==> src/rtl/instr_fetch_arbiter.sv <==
// instr_fetch_arbiter: shares the single-ported instr_buffer fetch port among
// NUM_REQ requesters. Round-robin grant, one fetch outstanding, and the
// response is routed back to the granted requester. Lost acks (timeout) and
// tag mismatches raise sticky error flags.
// Ports: clk, rst (async, active-low); req_valid/req_addr/req_tag in and
// req_ack out (requester side); fetch_rd_en/fetch_addr/fetch_tag out and
// fetchwave_ack/wave_instr/wave_tag in (buffer side); resp_valid/resp_id/
// resp_instr/resp_tag out (response); busy, err_timeout, err_tag_mismatch
// out; err_clr in (clears both sticky errors).
module instr_fetch_arbiter #(
    parameter int NUM_REQ = 8,
    parameter int ID_W    = $clog2(NUM_REQ),
    parameter int TIMEOUT = 64
) (
    input  logic                  clk,
    input  logic                  rst,
    input  logic [NUM_REQ-1:0]    req_valid,
    input  logic [NUM_REQ*32-1:0] req_addr,
    input  logic [NUM_REQ*39-1:0] req_tag,
    output logic [NUM_REQ-1:0]    req_ack,
    output logic                  fetch_rd_en,
    output logic [31:0]           fetch_addr,
    output logic [38:0]           fetch_tag,
    input  logic                  fetchwave_ack,
    input  logic [31:0]           wave_instr,
    input  logic [38:0]           wave_tag,
    output logic                  resp_valid,
    output logic [ID_W-1:0]       resp_id,
    output logic [31:0]           resp_instr,
    output logic [38:0]           resp_tag,
    output logic                  busy,
    output logic                  err_timeout,
    output logic                  err_tag_mismatch,
    input  logic                  err_clr
);

    localparam int CNT_W = (TIMEOUT > 2) ? $clog2(TIMEOUT) : 1;
    localparam logic [CNT_W-1:0] CNT_LAST = CNT_W'(TIMEOUT - 1);
    localparam logic [ID_W-1:0]  PTR_RST  = ID_W'(NUM_REQ - 1);

    typedef enum logic [1:0] {
        S_IDLE,
        S_ISSUE,
        S_WAIT,
        S_RESP
    } state_t;

    state_t              r_state, w_state_nxt;
    logic [ID_W-1:0]     r_ptr, w_ptr_nxt;
    logic [ID_W-1:0]     r_id, w_id_nxt;
    logic [CNT_W-1:0]    r_cnt, w_cnt_nxt;
    logic [NUM_REQ-1:0]  r_req_ack, w_req_ack_nxt;
    logic                r_rd_en, w_rd_en_nxt;
    logic [31:0]         r_addr, w_addr_nxt;
    logic [38:0]         r_tag, w_tag_nxt;
    logic                r_resp_valid, w_resp_valid_nxt;
    logic [ID_W-1:0]     r_resp_id, w_resp_id_nxt;
    logic [31:0]         r_resp_instr, w_resp_instr_nxt;
    logic [38:0]         r_resp_tag, w_resp_tag_nxt;
    logic                r_busy, w_busy_nxt;
    logic                r_err_to, w_err_to_nxt;
    logic                r_err_mm, w_err_mm_nxt;
    logic                w_set_to, w_set_mm;

    logic                w_win_vld;
    logic [ID_W-1:0]     w_win_id;
    logic [ID_W-1:0]     w_cand;

    // Round-robin search starting just after the last winner.
    always_comb begin
        w_win_vld = 1'b0;
        w_win_id  = '0;
        w_cand    = '0;
        for (int k = 1; k <= NUM_REQ; k++) begin
            w_cand = ID_W'((int'(r_ptr) + k) % NUM_REQ);
            if (!w_win_vld && req_valid[w_cand]) begin
                w_win_vld = 1'b1;
                w_win_id  = w_cand;
            end
        end
    end

    // Next state plus next value of every registered output.
    always_comb begin
        w_state_nxt      = r_state;
        w_ptr_nxt        = r_ptr;
        w_id_nxt         = r_id;
        w_cnt_nxt        = r_cnt;
        w_req_ack_nxt    = '0;
        w_rd_en_nxt      = 1'b0;
        w_addr_nxt       = r_addr;
        w_tag_nxt        = r_tag;
        w_resp_valid_nxt = 1'b0;
        w_resp_id_nxt    = r_resp_id;
        w_resp_instr_nxt = r_resp_instr;
        w_resp_tag_nxt   = r_resp_tag;
        w_set_to         = 1'b0;
        w_set_mm         = 1'b0;
        unique case (r_state)
            S_IDLE, S_RESP: begin
                if (w_win_vld) begin
                    w_state_nxt   = S_ISSUE;
                    w_ptr_nxt     = w_win_id;
                    w_id_nxt      = w_win_id;
                    w_addr_nxt    = req_addr[int'(w_win_id)*32 +: 32];
                    w_tag_nxt     = req_tag[int'(w_win_id)*39 +: 39];
                    w_req_ack_nxt = NUM_REQ'(1) << w_win_id;
                    w_rd_en_nxt   = 1'b1;
                end else begin
                    w_state_nxt = S_IDLE;
                end
            end
            S_ISSUE: begin
                w_state_nxt = S_WAIT;
                w_cnt_nxt   = '0;
            end
            S_WAIT: begin
                if (fetchwave_ack) begin
                    w_state_nxt      = S_RESP;
                    w_resp_valid_nxt = 1'b1;
                    w_resp_id_nxt    = r_id;
                    w_resp_instr_nxt = wave_instr;
                    w_resp_tag_nxt   = wave_tag;
                    w_set_mm         = (wave_tag != r_tag);
                end else if (r_cnt == CNT_LAST) begin
                    // Ack lost: abandon the fetch, no response.
                    w_state_nxt = S_IDLE;
                    w_set_to    = 1'b1;
                end else begin
                    w_cnt_nxt = r_cnt + 1'b1;
                end
            end
            default: w_state_nxt = S_IDLE;
        endcase
        w_busy_nxt   = (w_state_nxt != S_IDLE);
        // A new error in the same cycle as err_clr stays set.
        w_err_to_nxt = w_set_to | (r_err_to & ~err_clr);
        w_err_mm_nxt = w_set_mm | (r_err_mm & ~err_clr);
    end

    always_ff @(posedge clk or negedge rst) begin
        if (!rst) begin
            r_state      <= S_IDLE;
            r_ptr        <= PTR_RST;
            r_id         <= '0;
            r_cnt        <= '0;
            r_req_ack    <= '0;
            r_rd_en      <= 1'b0;
            r_addr       <= '0;
            r_tag        <= '0;
            r_resp_valid <= 1'b0;
            r_resp_id    <= '0;
            r_resp_instr <= '0;
            r_resp_tag   <= '0;
            r_busy       <= 1'b0;
            r_err_to     <= 1'b0;
            r_err_mm     <= 1'b0;
        end else begin
            r_state      <= w_state_nxt;
            r_ptr        <= w_ptr_nxt;
            r_id         <= w_id_nxt;
            r_cnt        <= w_cnt_nxt;
            r_req_ack    <= w_req_ack_nxt;
            r_rd_en      <= w_rd_en_nxt;
            r_addr       <= w_addr_nxt;
            r_tag        <= w_tag_nxt;
            r_resp_valid <= w_resp_valid_nxt;
            r_resp_id    <= w_resp_id_nxt;
            r_resp_instr <= w_resp_instr_nxt;
            r_resp_tag   <= w_resp_tag_nxt;
            r_busy       <= w_busy_nxt;
            r_err_to     <= w_err_to_nxt;
            r_err_mm     <= w_err_mm_nxt;
        end
    end

    assign req_ack          = r_req_ack;
    assign fetch_rd_en      = r_rd_en;
    assign fetch_addr       = r_addr;
    assign fetch_tag        = r_tag;
    assign resp_valid       = r_resp_valid;
    assign resp_id          = r_resp_id;
    assign resp_instr       = r_resp_instr;
    assign resp_tag         = r_resp_tag;
    assign busy             = r_busy;
    assign err_timeout      = r_err_to;
    assign err_tag_mismatch = r_err_mm;

endmodule
==> config.mk <==
export PLATFORM = sky130hd
export DESIGN_NAME = instr_fetch_arbiter
export DESIGN_NICKNAME = d
export VERILOG_FILES = /design/src/rtl/instr_fetch_arbiter.sv
export SDC_FILE = /design/constraint.sdc
export NUM_CORES = 1
export LEC_CHECK = 0
export ABC_AREA = 1
export CAP_MARGIN = 30
export CORE_AREA = 4 4 313 315
export CTS_CLUSTER_SIZE = 8
export DETAILED_ROUTE_END_ITERATION = 10
export DIE_AREA = 0 0 317 319
export PLACE_DENSITY_LB_ADDON = 0.05
export SYNTH_ARGS = -nofsm -noshare
export SYNTH_HDL_FRONTEND = slang
export SYNTH_SLANG_ARGS = --single-unit
==> constraint.sdc <==
create_clock -name clk -period 8.3 [get_ports clk]
set_clock_uncertainty 0.1 [all_clocks]
set_input_delay 0.83 -clock clk [delete_from_list [all_inputs] [get_ports clk]]
set_output_delay 0.83 -clock clk [all_outputs]
set_load 0.02 [all_outputs]
# Word-level counts from Yosys, hierarchy flattened
# Index checks and enable logic that the tools add are counted.
[op_classes] add_sub_neg=9 n_lt_le_gt_ge=8 n_shift=3 mul=1 eq_ne=7 reduce_logical=21 muxes=50 n_bitwise=5
[op_table] operator="$shiftx 312x10->39" n=1
[op_table] operator="$shiftx 256x9->32" n=1
[op_table] operator="$ne 39x39->1" n=1
[op_table] operator="$lt 3x4->1 const B" n=8
[op_table] operator="$mux 1" n=26
[op_table] operator="$bmux 1 s3" n=8
[op_table] operator="$mux 3" n=8
[op_table] operator="$mux 8" n=2
[op_table] operator="$add 3x3->3 const B" n=4
[op_table] operator="$mux 6" n=2
[op_table] operator="$pmux 6 s2" n=1
[op_table] operator="$mul 3x6->9 const B" n=1
[op_table] operator="$shl 1x3->8 const A" n=1
[op_table] operator="$logic_and 1x1->1" n=7
[op_table] operator="$logic_not 1->1" n=7
[op_table] operator="$add 3x1->3 const B" n=2
[op_table] operator="$add 3x2->3 const B" n=2
[op_table] operator="$add 6x1->6 const B" n=1
[op_table] operator="$eq 6x6->1 const B" n=1
[op_table] operator="$pmux 2 s3" n=1
[op_table] operator="$eq 2x2->1 const B" n=2
[op_table] operator="$mux 2" n=2
[op_table] operator="$ne 2x2->1 const B" n=2
[op_table] operator="$reduce_and 2->1" n=2
[op_table] operator="8 further kinds" n=11
[word_totals] word_cells=119 register_bits=172 inputBits=651 output_inout_bits=158

# Logic depth before layout (Yosys ltp)
[logic_depth] word_depth=28 ltp_mapped=24 mapped_depth_nobuf=19

# Least setup slack after synthesis
# OpenSTA, ideal clock, no wires.
[synth_timing] kind="flip-flop to flip-flop" startpoint="register r_ptr[0]" endpoint="register r_addr[28] (netlist: fetch_addr[28])" synth_period_minus_slack_ns=3.186 slack_ns=5.114 path_buffers=5 arrival_time_ns=2.962 path_stages_with_launch=22 cell_sequence="dfstp_2 > buf_4 > inv_2 > buf_6 > ha_1 > buf_2 > inv_1 > nand3_1 > nand3_1 > nand2_2 > nor2_4 > nand4_2 > nor2_4 > nand2_1 > nor3_2 > nor2_4 > buf_4 > buf_2 > nand3_1 > nand2_1 > nand2_1 > nand3_1"
[synth_via] elab_chain_cells=26
[synth_lines] element="start: declaration" line="49" source="logic [ID_W-1:0] r_ptr, w_ptr_nxt;"
[synth_lines] element="start signal: assignment" line="160" source="r_ptr <= w_ptr_nxt;"
[synth_lines] element="$add 3x1->3" line="75" source="w_cand = ID_W'((int'(r_ptr) + k) % NUM_REQ);"
[synth_lines] element="$bmux 1 s3" line="76" source="if (!w_win_vld && req_valid[w_cand]) begin"
[synth_lines] element="$mux 1 (not written as such)" line="76"
[synth_lines] element="$mux 1" line="76"
[synth_lines] element="$logic_not 1->1" line="76"
[synth_lines] element="$logic_and 1x1->1" line="76"
[synth_lines] element="$mux 1" line="76"
[synth_lines] element="$logic_not 1->1" line="76"
[synth_lines] element="[10 not listed]"
[synth_lines] element="$mux 1" line="76"
[synth_lines] element="$logic_not 1->1" line="76"
[synth_lines] element="$logic_and 1x1->1" line="76"
[synth_lines] element="$mux 1" line="76"
[synth_lines] element="$logic_not 1->1" line="76"
[synth_lines] element="$logic_and 1x1->1" line="76"
[synth_lines] element="$mux 3 / $mux 1 (equally long branches)" line="76"
[synth_lines] element="$shiftx 256x9->32 / $reduce_and 2->1 (equally long branches)"
[synth_lines] element="end signal: assignment" line="165" source="r_addr <= w_addr_nxt;"
[synth_lines] element="end: declaration" line="54" source="logic [31:0] r_addr, w_addr_nxt;"
# Several ways; a longest one is shown, not always the timed one. The select of a mux whose other input is x is not followed.
# A chain may end at the register's enable or synchronous reset.

# Final worst setup path
[layout_timing] startpoint="register r_ptr[0]" endpoint="register r_addr[21] (netlist: fetch_addr[21])"
# Same word-level chain as after synthesis.

==> run_results.csv <==
group,metric,value,unit
worst_setup_path,rr_worst_depth,18,
hold_path,hold_path.class,"input port to async pin",
synth,yosys.area.top_type,"dfrtp_1",
clocking,cts_tree,"built",
synth,yosysSeqAreaShare,28.3,%
routing,drtIter0Drc,806,
layout,ff_latch_area,4310,um2
grt,grt_max_degree,142,
layout,multi_input_area,8080,um2
grt,track_usage,19.1,%
layout,drive_above_1_share,2.67,%
floorplanning,core-area,94900,um2
synth,synth_edf_count,0,
routing,wl_met3,7.82,mm
synth,synth_nets,3291,
synth,synth-seq-cells,172,
worst_setup_path,r2r_start,"r_ptr[0]",
grt,antenna_found_initial,54,
worst_setup_path,cp.required,8.58,ns
clocking,cts-root-buf,"clkbuf_16",
worst_setup_path,startpoint,"r_ptr[0]",
sta,hold_viol_final,0,
sta,tns,0,ns
floorplanning,die_x,317,um
placement,hpwlAfterDp,78.6,mm
layout,num-nets-final,3973,
floorplanning,ios,809,
worst_setup_path,path_max_fanout,87,
layout,area_growth,65.1,%
synth,yosys-top-cells-area,"dfrtp_1 28%, nand2_1 23%, nand3_1 20%, inv_1 13%, nand3b_1 3.5%",
sta,rsz0062_at_grt,"no",
floorplanning,dieArea,101000,um2
grt,grt_pass1_wl,141,mm
synth,yosys_warnings,0,
worst_setup_path,r2r_slack,3.03,ns
clocking,cts_resized,0,
routing,dr_total_vias,19200,
clocking,cts.sinks,172,
synth,synthArstFlopShare,100,%
sta,final_max_slew_viol_count,0,
routing,finalWirelength,99.7,mm
synth,netlist_area,15200,um2
routing,drtAntennaViolNets,0,
routing,drcViolationCount,0,
synth,netlist_instances,2635,
sta,slew_headroom,23.4,%
layout,fillers,10800,
routing,first_pass_iters,5,
routing,wire_per_inst,21.6,um
synth,synth.distinct_cells,40,
floorplanning,die_y,319,um
worst_setup_path,cp-end-kind,"flop",
worst_setup_path,arrival,5.55,ns
worst_setup_path,start_kind,"flop",
status,outcome,"completed",
clocking,path_clk_slew,0.09,ns
grt,grt-ovfl-total,0,
sta,max_freq,190,MHz
clocking,cts_setup_buffers,0,
sta,tightest_slew,1.13,ns
floorplanning,start_util,16.1,%
clocking,numCtsBuffers,17,
placement,gp_congestion,0.808,
clocking,hold_buffers,0,
sta,fin_crit_sh,63.4,%
sta,fin_crit,5.27,ns
clocking,clk_path_buf_depth,2,
flow_run,maxCapViolCount,0,
synth,syn_avg_cell_area,5.78,um2
clocking,clk_latency,0.49,ns
routing,routed-wl-met2,48.1,mm
synth,synth_flop_cell,"dfrtp_1",
floorplanning,rows,113,
sta,setup_viol,0,
worst_setup_path,r2r_end,"fetch_addr[21]",
routing,avgViaCountPerCell,4.15,
layout,finish.utilization,26.5,%
clocking,htree_levels,4,
routing,wl_met1,41.4,mm
grt,grt_pass1_vias,19700,
placement,portBuffers,808,
synth,synth.top_cell.area_share,27.8,%
routing,highest_layer,"met5",
worst_setup_path,crit_type,"flop to flop",
==> kinds of logic after synthesis <==
kind of cell	synth area share [%]
AOI/OAI and AO/OA	1.58
xor gates and xnor gates	2.06
DFF	28.3
buffers and inverters	19.0
adders and majority gates	0.411
and+or+nand+nor	48.6
==> placed cells by master, fill, tap and decap left out, drive strengths merged, types with 25 or more instances in the layout <==
master | netlist | routed
nand2 | 927 | 927
clkdlybuf4s50 | 0 | 807
nand3 | 611 | 611
inv | 543 | 548
dfrtp | 169 | 169
nand3b | 71 | 71
nor2 | 38 | 38
diode | 0 | 28
xor2 | 26 | 26
o21ai | 26 | 26
buf | 98 | 25
==> registers in the layout, indices dropped and copies added, names as in the netlist, 6 cells and up <==
register and cells:
fetch_tag 39, resp_instr 32, resp_tag 39, r_cnt 6, fetch_addr 32, req_ack 8
==> cell type report <==
class / instances / share of cell area (%)
timing repair buffer: 832 / 33.6
multi-input combinational: 1751 / 32.1
sequential: 172 / 17.1
inverter: 543 / 8.11
tap: 1265 / 6.29
clock buffer: 17 / 1.69
clock inverter: 15 / 0.781
antenna: 28 / 0.279
==> worst max-delay path by stage <==
stage,endpoint,slack (ns),depth (start not counted)
detailed placement,fetch_addr[21],2.99,18
finish,fetch_addr[21],3.03,18
floorplan,fetch_addr[28],5.11,21
global route,fetch_addr[17],2.60,18
CTS,fetch_addr[21],3.00,18
global placement,fetch_tag[38],3.07,17
==> metal layers <==
| layer | global-route usage, % | up-vias |
|---|---|---|
| li1 | - | 9428 |
| met1 | 22.7 | 8967 |
| met2 | 32.4 | 639 |
| met3 | 6.31 | 101 |
| met4 | 5.90 | 30 |
| met5 | 0 | - |
==> synth_stat cells (2+ instances only) <==
cell and instances:
a21oi_1 4, buf_1 11, buf_2 50, buf_4 30, buf_6 7, clkbuf_1 71
dfrtp_1 169, dfstp_2 3, ha_1 5, inv_1 536, inv_2 7, nand2_1 924
nand2_2 3, nand3_1 610, nand3b_1 71, nand4_1 7, nand4_2 2, nor2_1 31
nor2_2 4, nor2_4 3, nor3_1 5, nor4_1 6, o2111ai_1 2, o21ai_0 23
o21ai_1 3, or2_2 2, xnor2_1 9, xor2_1 25
==> stage by stage <==
stage               hold WS, ns  cell area, um2  setup slack [ns]  instances
finish                    0.123           25200              3.03       4623
global route              0.144           25100              2.60       4616
CTS                       0.126           25100              3.00       4595
detailed placement        0.364           24500              2.99       4563
global placement          0.362           24400              3.07       4559
floorplan                 0.400           15200              5.11       2635
==> worst max-delay path: stages, from the launching register on <==
cell and delay, ns:
dfstp_2 0.78, inv_2 0.21, ha_1 0.45, inv_1 0.20, nand3_1 0.13, nand3_1 0.12
nand2_2 0.12, nor2_4 0.18, nand4_2 0.16, nor2_4 0.20, nand4_4 0.43, nand3_4 0.75
buf_12 0.37, buf_12 0.34, nand2_1 0.11, nand3_1 0.09, nand2_1 0.07, nand2_1 0.06
nand3_1 0.08
Power is left out: the tool's default activity adds up to more than one toggle a clock period on the data nets, which glitch-free logic cannot reach.
